<file path="config.mk">
export PLATFORM = sky130hd
export DESIGN_NAME = aclk_alarm_sequencer
export DESIGN_NICKNAME = d
export VERILOG_FILES = /design/src/rtl/aclk_pkg.sv /design/src/rtl/aclk_tick_counter.sv /design/src/rtl/aclk_alarm_sequencer.sv
export SDC_FILE = /design/constraint.sdc
export NUM_CORES = 1
export LEC_CHECK = 0
export CORE_ASPECT_RATIO = 1.2
export CORE_UTILIZATION = 35
export DETAILED_ROUTE_END_ITERATION = 7
export PLACE_DENSITY_LB_ADDON = 0.1
export SLEW_MARGIN = 0
export SYNTH_ARGS = -nofsm -noshare
export SYNTH_HDL_FRONTEND = slang
export SYNTH_SLANG_ARGS = --single-unit
</file>
<file path="constraint.sdc">
create_clock -name clock -period 3.2 [get_ports clock]
set_clock_uncertainty 0.2 [all_clocks]
set_input_delay 0.96 -clock clock [delete_from_list [all_inputs] [get_ports clock]]
set_output_delay 0.96 -clock clock [all_outputs]
set_load 0.01 [all_outputs]
</file>
<file path="src/rtl/aclk_pkg.sv">
// rtl/aclk_pkg.sv - shared types and defaults for the alarm-clock alarm sequencer
package aclk_pkg;

    typedef enum logic [1:0] {
        ST_DISARMED = 2'd0,
        ST_ARMED    = 2'd1,
        ST_RINGING  = 2'd2,
        ST_SNOOZE   = 2'd3
    } aclk_alm_state_t;

    typedef struct packed {
        logic [3:0] ms_hr;
        logic [3:0] ls_hr;
        logic [3:0] ms_min;
        logic [3:0] ls_min;
    } aclk_bcd_time_t;

    localparam int ACLK_SNOOZE_MIN       = 5;
    localparam int ACLK_RING_TIMEOUT_SEC = 60;
    localparam int ACLK_MAX_SNOOZES      = 3;

endpackage

</file>
<file path="src/rtl/aclk_tick_counter.sv">
// rtl/aclk_tick_counter.sv - loadable up/down tick counter with terminal-count flag
module aclk_tick_counter #(
    parameter int WIDTH = 8
) (
    input  logic             clock,
    input  logic             reset,
    input  logic             clear,
    input  logic             load,
    input  logic [WIDTH-1:0] load_value,
    input  logic             tick,
    input  logic             count_up,
    input  logic [WIDTH-1:0] term_value,
    output logic             terminal
);

    logic [WIDTH-1:0] count;

    // clear outranks load, load outranks a tick arriving in the same cycle
    always_ff @(posedge clock or negedge reset) begin
        if (!reset) begin
            count <= '0;
        end else if (clear) begin
            count <= '0;
        end else if (load) begin
            count <= load_value;
        end else if (tick) begin
            count <= count_up ? count + WIDTH'(1) : count - WIDTH'(1);
        end
    end

    assign terminal = (count == term_value);

endmodule

</file>
<file path="src/rtl/aclk_alarm_sequencer.sv">
// rtl/aclk_alarm_sequencer.sv - alarm due detection and ring/snooze/stop/timeout sequencing
module aclk_alarm_sequencer
    import aclk_pkg::*;
#(
    parameter int SNOOZE_MIN       = ACLK_SNOOZE_MIN,
    parameter int RING_TIMEOUT_SEC = ACLK_RING_TIMEOUT_SEC,
    parameter int MAX_SNOOZES      = ACLK_MAX_SNOOZES
) (
    input  logic       clock,
    input  logic       reset,
    input  logic       one_second,
    input  logic       one_minute,
    input  logic       alarm_enable,
    input  logic       snooze_button,
    input  logic       stop_button,
    input  logic [3:0] cur_ms_hr,
    input  logic [3:0] cur_ls_hr,
    input  logic [3:0] cur_ms_min,
    input  logic [3:0] cur_ls_min,
    input  logic [3:0] alm_ms_hr,
    input  logic [3:0] alm_ls_hr,
    input  logic [3:0] alm_ms_min,
    input  logic [3:0] alm_ls_min,
    output logic       alarm_sound,
    output logic       snooze_active,
    output logic [2:0] snoozes_left
);

    aclk_bcd_time_t  cur_time;
    aclk_bcd_time_t  alm_time;
    aclk_alm_state_t state;

    logic match, match_q, due;
    logic snooze_ok;
    logic sec_clear, sec_tick, sec_term;
    logic min_clear, min_load, min_tick, min_term;

    assign cur_time = {cur_ms_hr, cur_ls_hr, cur_ms_min, cur_ls_min};
    assign alm_time = {alm_ms_hr, alm_ls_hr, alm_ms_min, alm_ls_min};
    assign match    = (cur_time == alm_time);
    assign due      = match & ~match_q;

    // Counters idle at zero outside their own state, so entry always starts fresh
    always_comb begin
        snooze_ok = snooze_button && (snoozes_left != 3'd0);
        sec_tick  = (state == ST_RINGING) && one_second;
        sec_clear = !alarm_enable || (state != ST_RINGING);
        min_load  = alarm_enable && (state == ST_RINGING) && !stop_button && snooze_ok;
        min_tick  = (state == ST_SNOOZE) && one_minute;
        min_clear = !alarm_enable || ((state != ST_SNOOZE) && !min_load);
    end

    aclk_tick_counter #(.WIDTH(8)) u_sec_counter (
        .clock      (clock),
        .reset      (reset),
        .clear      (sec_clear),
        .load       (1'b0),
        .load_value (8'd0),
        .tick       (sec_tick),
        .count_up   (1'b1),
        .term_value (8'(RING_TIMEOUT_SEC - 1)),
        .terminal   (sec_term)
    );

    aclk_tick_counter #(.WIDTH(4)) u_min_counter (
        .clock      (clock),
        .reset      (reset),
        .clear      (min_clear),
        .load       (min_load),
        .load_value (4'(SNOOZE_MIN)),
        .tick       (min_tick),
        .count_up   (1'b0),
        .term_value (4'd1),
        .terminal   (min_term)
    );

    always_ff @(posedge clock or negedge reset) begin
        if (!reset) begin
            state         <= ST_DISARMED;
            match_q       <= 1'b0;
            alarm_sound   <= 1'b0;
            snooze_active <= 1'b0;
            snoozes_left  <= 3'd0;
        end else begin
            match_q <= match;
            if (!alarm_enable) begin
                state         <= ST_DISARMED;
                alarm_sound   <= 1'b0;
                snooze_active <= 1'b0;
                snoozes_left  <= 3'd0;
            end else begin
                case (state)
                    ST_DISARMED: begin
                        state <= ST_ARMED;
                    end
                    ST_ARMED: begin
                        if (due) begin
                            state        <= ST_RINGING;
                            alarm_sound  <= 1'b1;
                            snoozes_left <= 3'(MAX_SNOOZES);
                        end
                    end
                    ST_RINGING: begin
                        if (stop_button) begin
                            state       <= ST_ARMED;
                            alarm_sound <= 1'b0;
                        end else if (snooze_ok) begin
                            state         <= ST_SNOOZE;
                            alarm_sound   <= 1'b0;
                            snooze_active <= 1'b1;
                            snoozes_left  <= snoozes_left - 3'd1;
                        end else if (sec_tick && sec_term) begin
                            state       <= ST_ARMED;
                            alarm_sound <= 1'b0;
                        end
                    end
                    ST_SNOOZE: begin
                        if (stop_button) begin
                            state         <= ST_ARMED;
                            snooze_active <= 1'b0;
                        end else if (min_tick && min_term) begin
                            state         <= ST_RINGING;
                            alarm_sound   <= 1'b1;
                            snooze_active <= 1'b0;
                        end
                    end
                    default: begin
                        state         <= ST_DISARMED;
                        alarm_sound   <= 1'b0;
                        snooze_active <= 1'b0;
                    end
                endcase
            end
        end
    end

endmodule

</file>
* Yosys cells after proc, flatten, opt, wreduce, memory -nomap -nowiden *
Cells that the tools add are included.

storage, ports and cells
  input bits = 39
  bits in registers = 20
  word-level logic and storage cells = 84
  output and inout bits = 5

operators by class
  bitwise gates (word level) = 2
  multiplexer cells = 32
  equality and inequality tests = 18
  reduce and logical (&&, ||, !) cells = 22
  add/sub/neg operators = 3

operators by type and width
  kind                   count
  $eq A16 B16 Y1         1
  $mux W8                2
  $mux W2                7
  $mux W1                12
  $mux W3                4
  $mux W4                3
  $ne A3 B3 Y1 const B   4
  $logic_and A1 B1 Y1    9
  $add A8 B1 Y8 const B  1
  $eq A8 B6 Y1 const B   1
  $pmux W2 S4            1
  $reduce_and A4 Y1      2
  $ne A3 B1 Y1 const B   2
  $pmux W3 S2            1
  $reduce_bool A3 Y1     2
  $ne A5 B4 Y1 const B   1
  $reduce_and A5 Y1      1
  $eq A2 B2 Y1 const B   2
  $eq A4 B1 Y1 const B   1
  $ne A2 B2 Y1 const B   2
  $ne A4 B1 Y1 const B   1
  $ne A4 B3 Y1 const B   1
  $sub A4 B1 Y4 const B  1
  $logic_not A1 Y1       3
  other kinds (11)       12

* Depth between registers and ports, before layout *
  depth in word-level cells = 8
  mapped depth = 6
  depth with buffers taken out = 6

* Modules after synthesis *
From an unflattened synthesis, not the netlist that was laid out.

second synthesis, totals
  cell total of the unflattened synthesis = 231
  area, all modules = 1,975.6 µm²

modules (own cells, without submodules)
  module                              cells each  times used  area an instance (µm²)
  aclk_tick_counter at u_sec_counter  95          1           834.6
  aclk_alarm_sequencer                97          1           803.3
  aclk_tick_counter at u_min_counter  39          1           337.8

* Worst setup path before layout *
Ideal clock, no wire load.

  kind = input-to-reg
  start point = input port alm_ms_min[3]
  end point = register snoozes_left[2]
  path buffers = 0
  data required time = 2.880 ns
  cell stages on the path = 5
  slack = 0.950 ns
  arrival time = 1.930 ns
  path through = xnor2_1 nand4_1 nor4_4 nand3_1 a41o_1

between the ends
  word-level cells in the longest chain between the ends = 4

ends and longest elaborated chain
  item                         line                         RTL
  from (decl)                  aclk_alarm_sequencer.sv:22   input logic [3:0] alm_ms_min,
  $eq A16 B16 Y1               aclk_alarm_sequencer.sv:40   assign match = (cur_time == alm_time);
  named net match              aclk_alarm_sequencer.sv:33   logic match, match_q, due;
  $and A1 B1 Y1                aclk_alarm_sequencer.sv:41   assign due = match & ~match_q;
  $ne A3 B3 Y1 (no line)       -
  $reduce_and A4 Y1 (no line)  -
  to (signal assigned)         aclk_alarm_sequencer.sv:100  snoozes_left <= 3'(MAX_SNOOZES);
  to (signal assigned)         aclk_alarm_sequencer.sv:111  snoozes_left <= snoozes_left - 3'd1;
  to (decl)                    aclk_alarm_sequencer.sv:26   output logic [2:0] snoozes_left

The timed path passes the listed nets, and every way through them passes these cells.
A chain may end at the register's enable or synchronous reset.

* Final worst setup path *
  start point = input port one_second
  end point = register alarm_sound

between the ends
  word-level cells in the longest chain between the ends = 4

ends and longest elaborated chain
  item                         line                         RTL
  from (decl)                  aclk_alarm_sequencer.sv:11   input logic one_second,
  $logic_and A1 B1 Y1          aclk_alarm_sequencer.sv:46   sec_tick = (state == ST_RINGING) && one_second;
  $logic_and A1 B1 Y1          aclk_alarm_sequencer.sv:112  end else if (sec_tick && sec_term) begin
  $ne A5 B4 Y1 (no line)       -
  $reduce_and A5 Y1 (no line)  -
  to (signal assigned)         aclk_alarm_sequencer.sv:109  alarm_sound <= 1'b0;
  to (signal assigned)         aclk_alarm_sequencer.sv:114  alarm_sound <= 1'b0;
  to (signal assigned)         aclk_alarm_sequencer.sv:123  alarm_sound <= 1'b1;
  to (decl)                    aclk_alarm_sequencer.sv:24   output logic alarm_sound,

No other way between the ends.

==> qor.txt <==
PLACEMENT
------------------------------------------------------------------------------------------------------
Detail Placement HPWL                                                                          2.33 mm
GP Congestion                                                                                    0.867
Number of port buffers                                                                              43

TIMING
------------------------------------------------------------------------------------------------------
Headroom to the max-slew limit                                                                   65.6%
Unrepaired setup endpoints after global routing                                                  false
Final critical-path required period                                                            2.63 ns
Max-slew violation count                                                                             0
Worst hold margin                                                                             0.358 ns
Maximum frequency from static timing analysis                                                  380 MHz
Transition time at the pin with the least slew margin                                         0.515 ns
Final Hold Viols                                                                                     0
Setup violation total in the final timing report                                                     0
Final worst-path cycle share                                                                     82.3%
Post-Route Setup TNS                                                                              0 ns

CLOCK NETWORK
------------------------------------------------------------------------------------------------------
TritonCTS clock tree                                                                              done
Gates resized, CTS repair                                                                            0
Clk Latency, worst-skew pair                                                                   0.25 ns
Root buffer cell                                                                          sky130_fd_sc_hd__clkbuf_8
Number of levels the H-tree was split into                                                           1
Post-CTS Hold Fix Bufs                                                                               0
Clock transition at the register clock pins on the worst setup and hold paths after CTS        0.07 ns
CTS sink count                                                                                      20
Clock buffer count from CTS                                                                          3
Clock Path Buffers                                                                                   2
Post-CTS Setup Inserts                                                                               0

CRITICAL PATH
------------------------------------------------------------------------------------------------------
Kind of start point of the critical path                                                  primary input
Critical path fanouts, max                                                                           7
Worst Setup Path Type                                                                           in2reg
Crit. path cell count                                                                                6
Master of the slowest instance on the critical path                                       sky130_fd_sc_hd__clkdlybuf4s50_1
Buffering stage count on the worst path with inverters included                                      1
Data required time at the worst endpoint                                                       3.12 ns
Largest stage delay on the critical path                                                       0.62 ns
Worst path cell trace                                                                     clkdlybuf4s50_1 > nand4_1 > nor4_1 > nor3_1 > o311ai_0 > o21ai_0
Critical path's top delay family                                                          buffers and inverters
Endpoint kind of the worst setup timing path                                                      flop
WP data arrival                                                                                2.55 ns
Worst reg-to-reg path cell count                                                                     6

WORST HOLD PATH
------------------------------------------------------------------------------------------------------
Worst hold path stage count                                                                          1
Min-delay worst type                                                                           reg2reg

POWER
------------------------------------------------------------------------------------------------------
Cell-internal power                                                                           0.457 mW
Power share of the clock group                                                                   24.9%
Power density over the cells                                                                351 nW/um2
Switching power share of the total                                                               28.3%
LEAKAGE                                                                                       0.723 nW
P_sw                                                                                          0.180 mW
Combinational cell fraction of total power                                                       27.9%
Worst IR Drop VDD                                                                               184 uV
Seq pwr share                                                                                    47.2%

YOSYS
------------------------------------------------------------------------------------------------------
Area of the mapped netlist                                                                    1290 um2
Post-synth ARST share                                                                             100%
Top-area cell type share of the netlist area                                                     38.8%
Mapped Avg Cell Area                                                                          9.29 um2
Area share of xor/xnor cells in the synthesized design                                           17.0%
Fraction of synthesized area in multiplexers                                                     2.42%
Flops & latches, synth                                                                              20
Cell with the most instances after synthesis                                              sky130_fd_sc_hd__dfrtp_1
Top area cells in the synthesized netlist                                                 sky130_fd_sc_hd__dfrtp_1 (39%), sky130_fd_sc_hd__xnor2_1 (13%), sky130_fd_sc_hd__ha_1 (4.8%)
Cell type contributing the most total cell area after synthesis                           sky130_fd_sc_hd__dfrtp_1
Cell count after synthesis                                                                         139
Post-synthesis share of cell area spent on and, or, nand and nor gates                           21.5%
Top cells by instance count after synthesis                                               sky130_fd_sc_hd__dfrtp_1 (20), sky130_fd_sc_hd__xnor2_1 (19), sky130_fd_sc_hd__nor2_1 (14)
Post-synthesis compound-gate area fraction                                                       11.5%
Number of synthesized flops with an enable pin                                                       0
Combinational family with the most area after synthesis                                   simple AND/OR/NAND/NOR gates
Count of different cell masters after synthesis                                                     38
Adder-Cell Fraction of Synth Area                                                                4.84%
Warnings from Yosys                                                                                  0
Flip-flop cell with the highest count after synthesis                                     sky130_fd_sc_hd__dfrtp_1
Synthesized netlist net count                                                                      183
Fraction of the yosys area taken by sequential cells                                             38.8%

GRT
------------------------------------------------------------------------------------------------------
Wire length of the first global-routing pass                                                   4.77 mm
Initial antenna violation count                                                                      0
Pin count of the biggest net entering global routing                                                21
Via count of the first global-routing pass                                                        1147
Global Route Usage Sum                                                                           15.5%
GRT overflow                                                                                         0

FLOORPLANNING
------------------------------------------------------------------------------------------------------
Count of pins on the block boundary                                                                 44
Width of the chip                                                                              57.4 um
Full die area                                                                                 3940 um2
Die Height                                                                                     68.5 um
Effective utilization at floorplan                                                               37.7%
Num rows                                                                                            23
Area of the placeable core                                                                    3420 um2

LAYOUT
------------------------------------------------------------------------------------------------------
Final #Nets                                                                                        230
Proportion of layout cells with a drive suffix above 1                                           5.43%
Total inserted antenna cells                                                                         0
Filler cell count                                                                                  330
Layout area overhead                                                                             40.5%

DRT
------------------------------------------------------------------------------------------------------
DRC errors left                                                                                      1
Remaining antenna violation count                                                                    0
Number of detailed-route iterations in the first pass                                                6
WL per Instance                                                                                12.6 um
Final routed wirelength across all metal layers                                                2.79 mm
Total vias in the final route                                                                     1136
Routed vias/inst                                                                                  5.14
Initial DRC Count                                                                                   45

RUN
------------------------------------------------------------------------------------------------------
Max-Cap Viols                                                                                        0

STATUS
------------------------------------------------------------------------------------------------------
Violated checks                                                                           design-rule violations
Result of the run                                                                         finished with violations

==> cell families (layout without fill, tap and decap cells) <==
| group | Yosys count | in the layout |
|---|---|---|
| AO/OA/AOI/OAI | 22 | 22 |
| adder cells (fa/ha/maj) | 5 | 5 |
| multiplexers | 3 | 3 |
| flip-flops | 20 | 20 |
| XOR/XNOR | 25 | 25 |
| buffers and inverters | 13 | 58 |
| AND/OR/NAND/NOR | 51 | 51 |
==> worst paths after layout <==
| kind | start | endpoint | slack, ns |
|---|---|---|---|
| max in group asynchronous | reset | u_sec_counter.count[4] | 1.74 |
| hold / removal | snooze_active | snooze_active | 0.36 |
| min in group asynchronous | reset | u_sec_counter.count[3] | 0.85 |
| setup / recovery | one_second | alarm_sound | 0.57 |
| hold reg to reg | snooze_active | snooze_active | 0.36 |
| setup reg to reg | snoozes_left[0] | state[1] | 1.30 |
==> power by group through the flow <==
| stage | clock, mW | combinational [mW] | sequential [mW] |
|---|---|---|---|
| floorplan | 0 | 0.104 | 0.291 |
| global placement | 0 | 0.177 | 0.305 |
| detailed placement | 0 | 0.180 | 0.306 |
| CTS | 0.166 | 0.181 | 0.301 |
| global route | 0.167 | 0.197 | 0.306 |
| finish | 0.159 | 0.178 | 0.301 |
==> per-stage QoR <==
| step | area, um2 | utilization (%) | setup slack (ns) | power, mW | instances |
|---|---|---|---|---|---|
| 3_3_place_gp | 1770 | 51.8 | 0.330 | 0.482 | 218 |
| 4_1_cts | 1810 | 53.0 | 0.559 | 0.648 | 221 |
| 6_report | 1810 | 53.0 | 0.568 | 0.638 | 221 |
| 5_1_grt | 1810 | 53.0 | 0.433 | 0.670 | 221 |
| 2_1_floorplan | 1290 | - | 0.950 | 0.396 | 139 |
| 3_5_place_dp | 1770 | 51.8 | 0.303 | 0.486 | 218 |
==> layer usage <==
layer / GRT usage [%] / part of all wire, % / vias up / wire length [um]
li1: - / - / 572 / -
met1: 16.8 / 40 / 529 / 1120
met2: 31.4 / 54 / 35 / 1510
met3: 2.80 / 5.9 / 0 / 166
met4: 2.74 / 0 / 0 / 0
met5: 0 / 0 / - / 0
==> state kept, by name, summed over array words and instances, names as in the netlist <==
register	cells
u_min_counter.count	4
state	2
u_sec_counter.count	8
alarm_sound	1
snoozes_left	3
snooze_active	1
match_q	1
==> layout by cell type (no fill, tap or decap), types with 2 or more instances in the layout <==
master and count:
sky130_fd_sc_hd__buf_4 3, sky130_fd_sc_hd__nand4_1 9, sky130_fd_sc_hd__a21oi_1 8, sky130_fd_sc_hd__nand2b_1 2, sky130_fd_sc_hd__clkdlybuf4s50_1 43, sky130_fd_sc_hd__nor3_1 2
sky130_fd_sc_hd__inv_1 9, sky130_fd_sc_hd__mux2i_1 2, sky130_fd_sc_hd__nand3_1 3, sky130_fd_sc_hd__o21ai_0 3, sky130_fd_sc_hd__nand2_1 10, sky130_fd_sc_hd__ha_1 5
sky130_fd_sc_hd__dfrtp_1 20, sky130_fd_sc_hd__xor2_1 6, sky130_fd_sc_hd__nor2_1 14, sky130_fd_sc_hd__clkbuf_8 3, sky130_fd_sc_hd__xnor2_1 19, sky130_fd_sc_hd__and2_1 2
==> final cells by class <==
class,instances,area [um2],share of cell area (%)
tap,37,46.3,2.55
inverter,9,33.8,1.86
clock buffer,3,41.3,2.28
sequential,20,500,27.6
multi-input combinational,106,739,40.8
timing repair buffer,46,453,25.0
No activity file was read; power rests on OpenSTA's default activity.
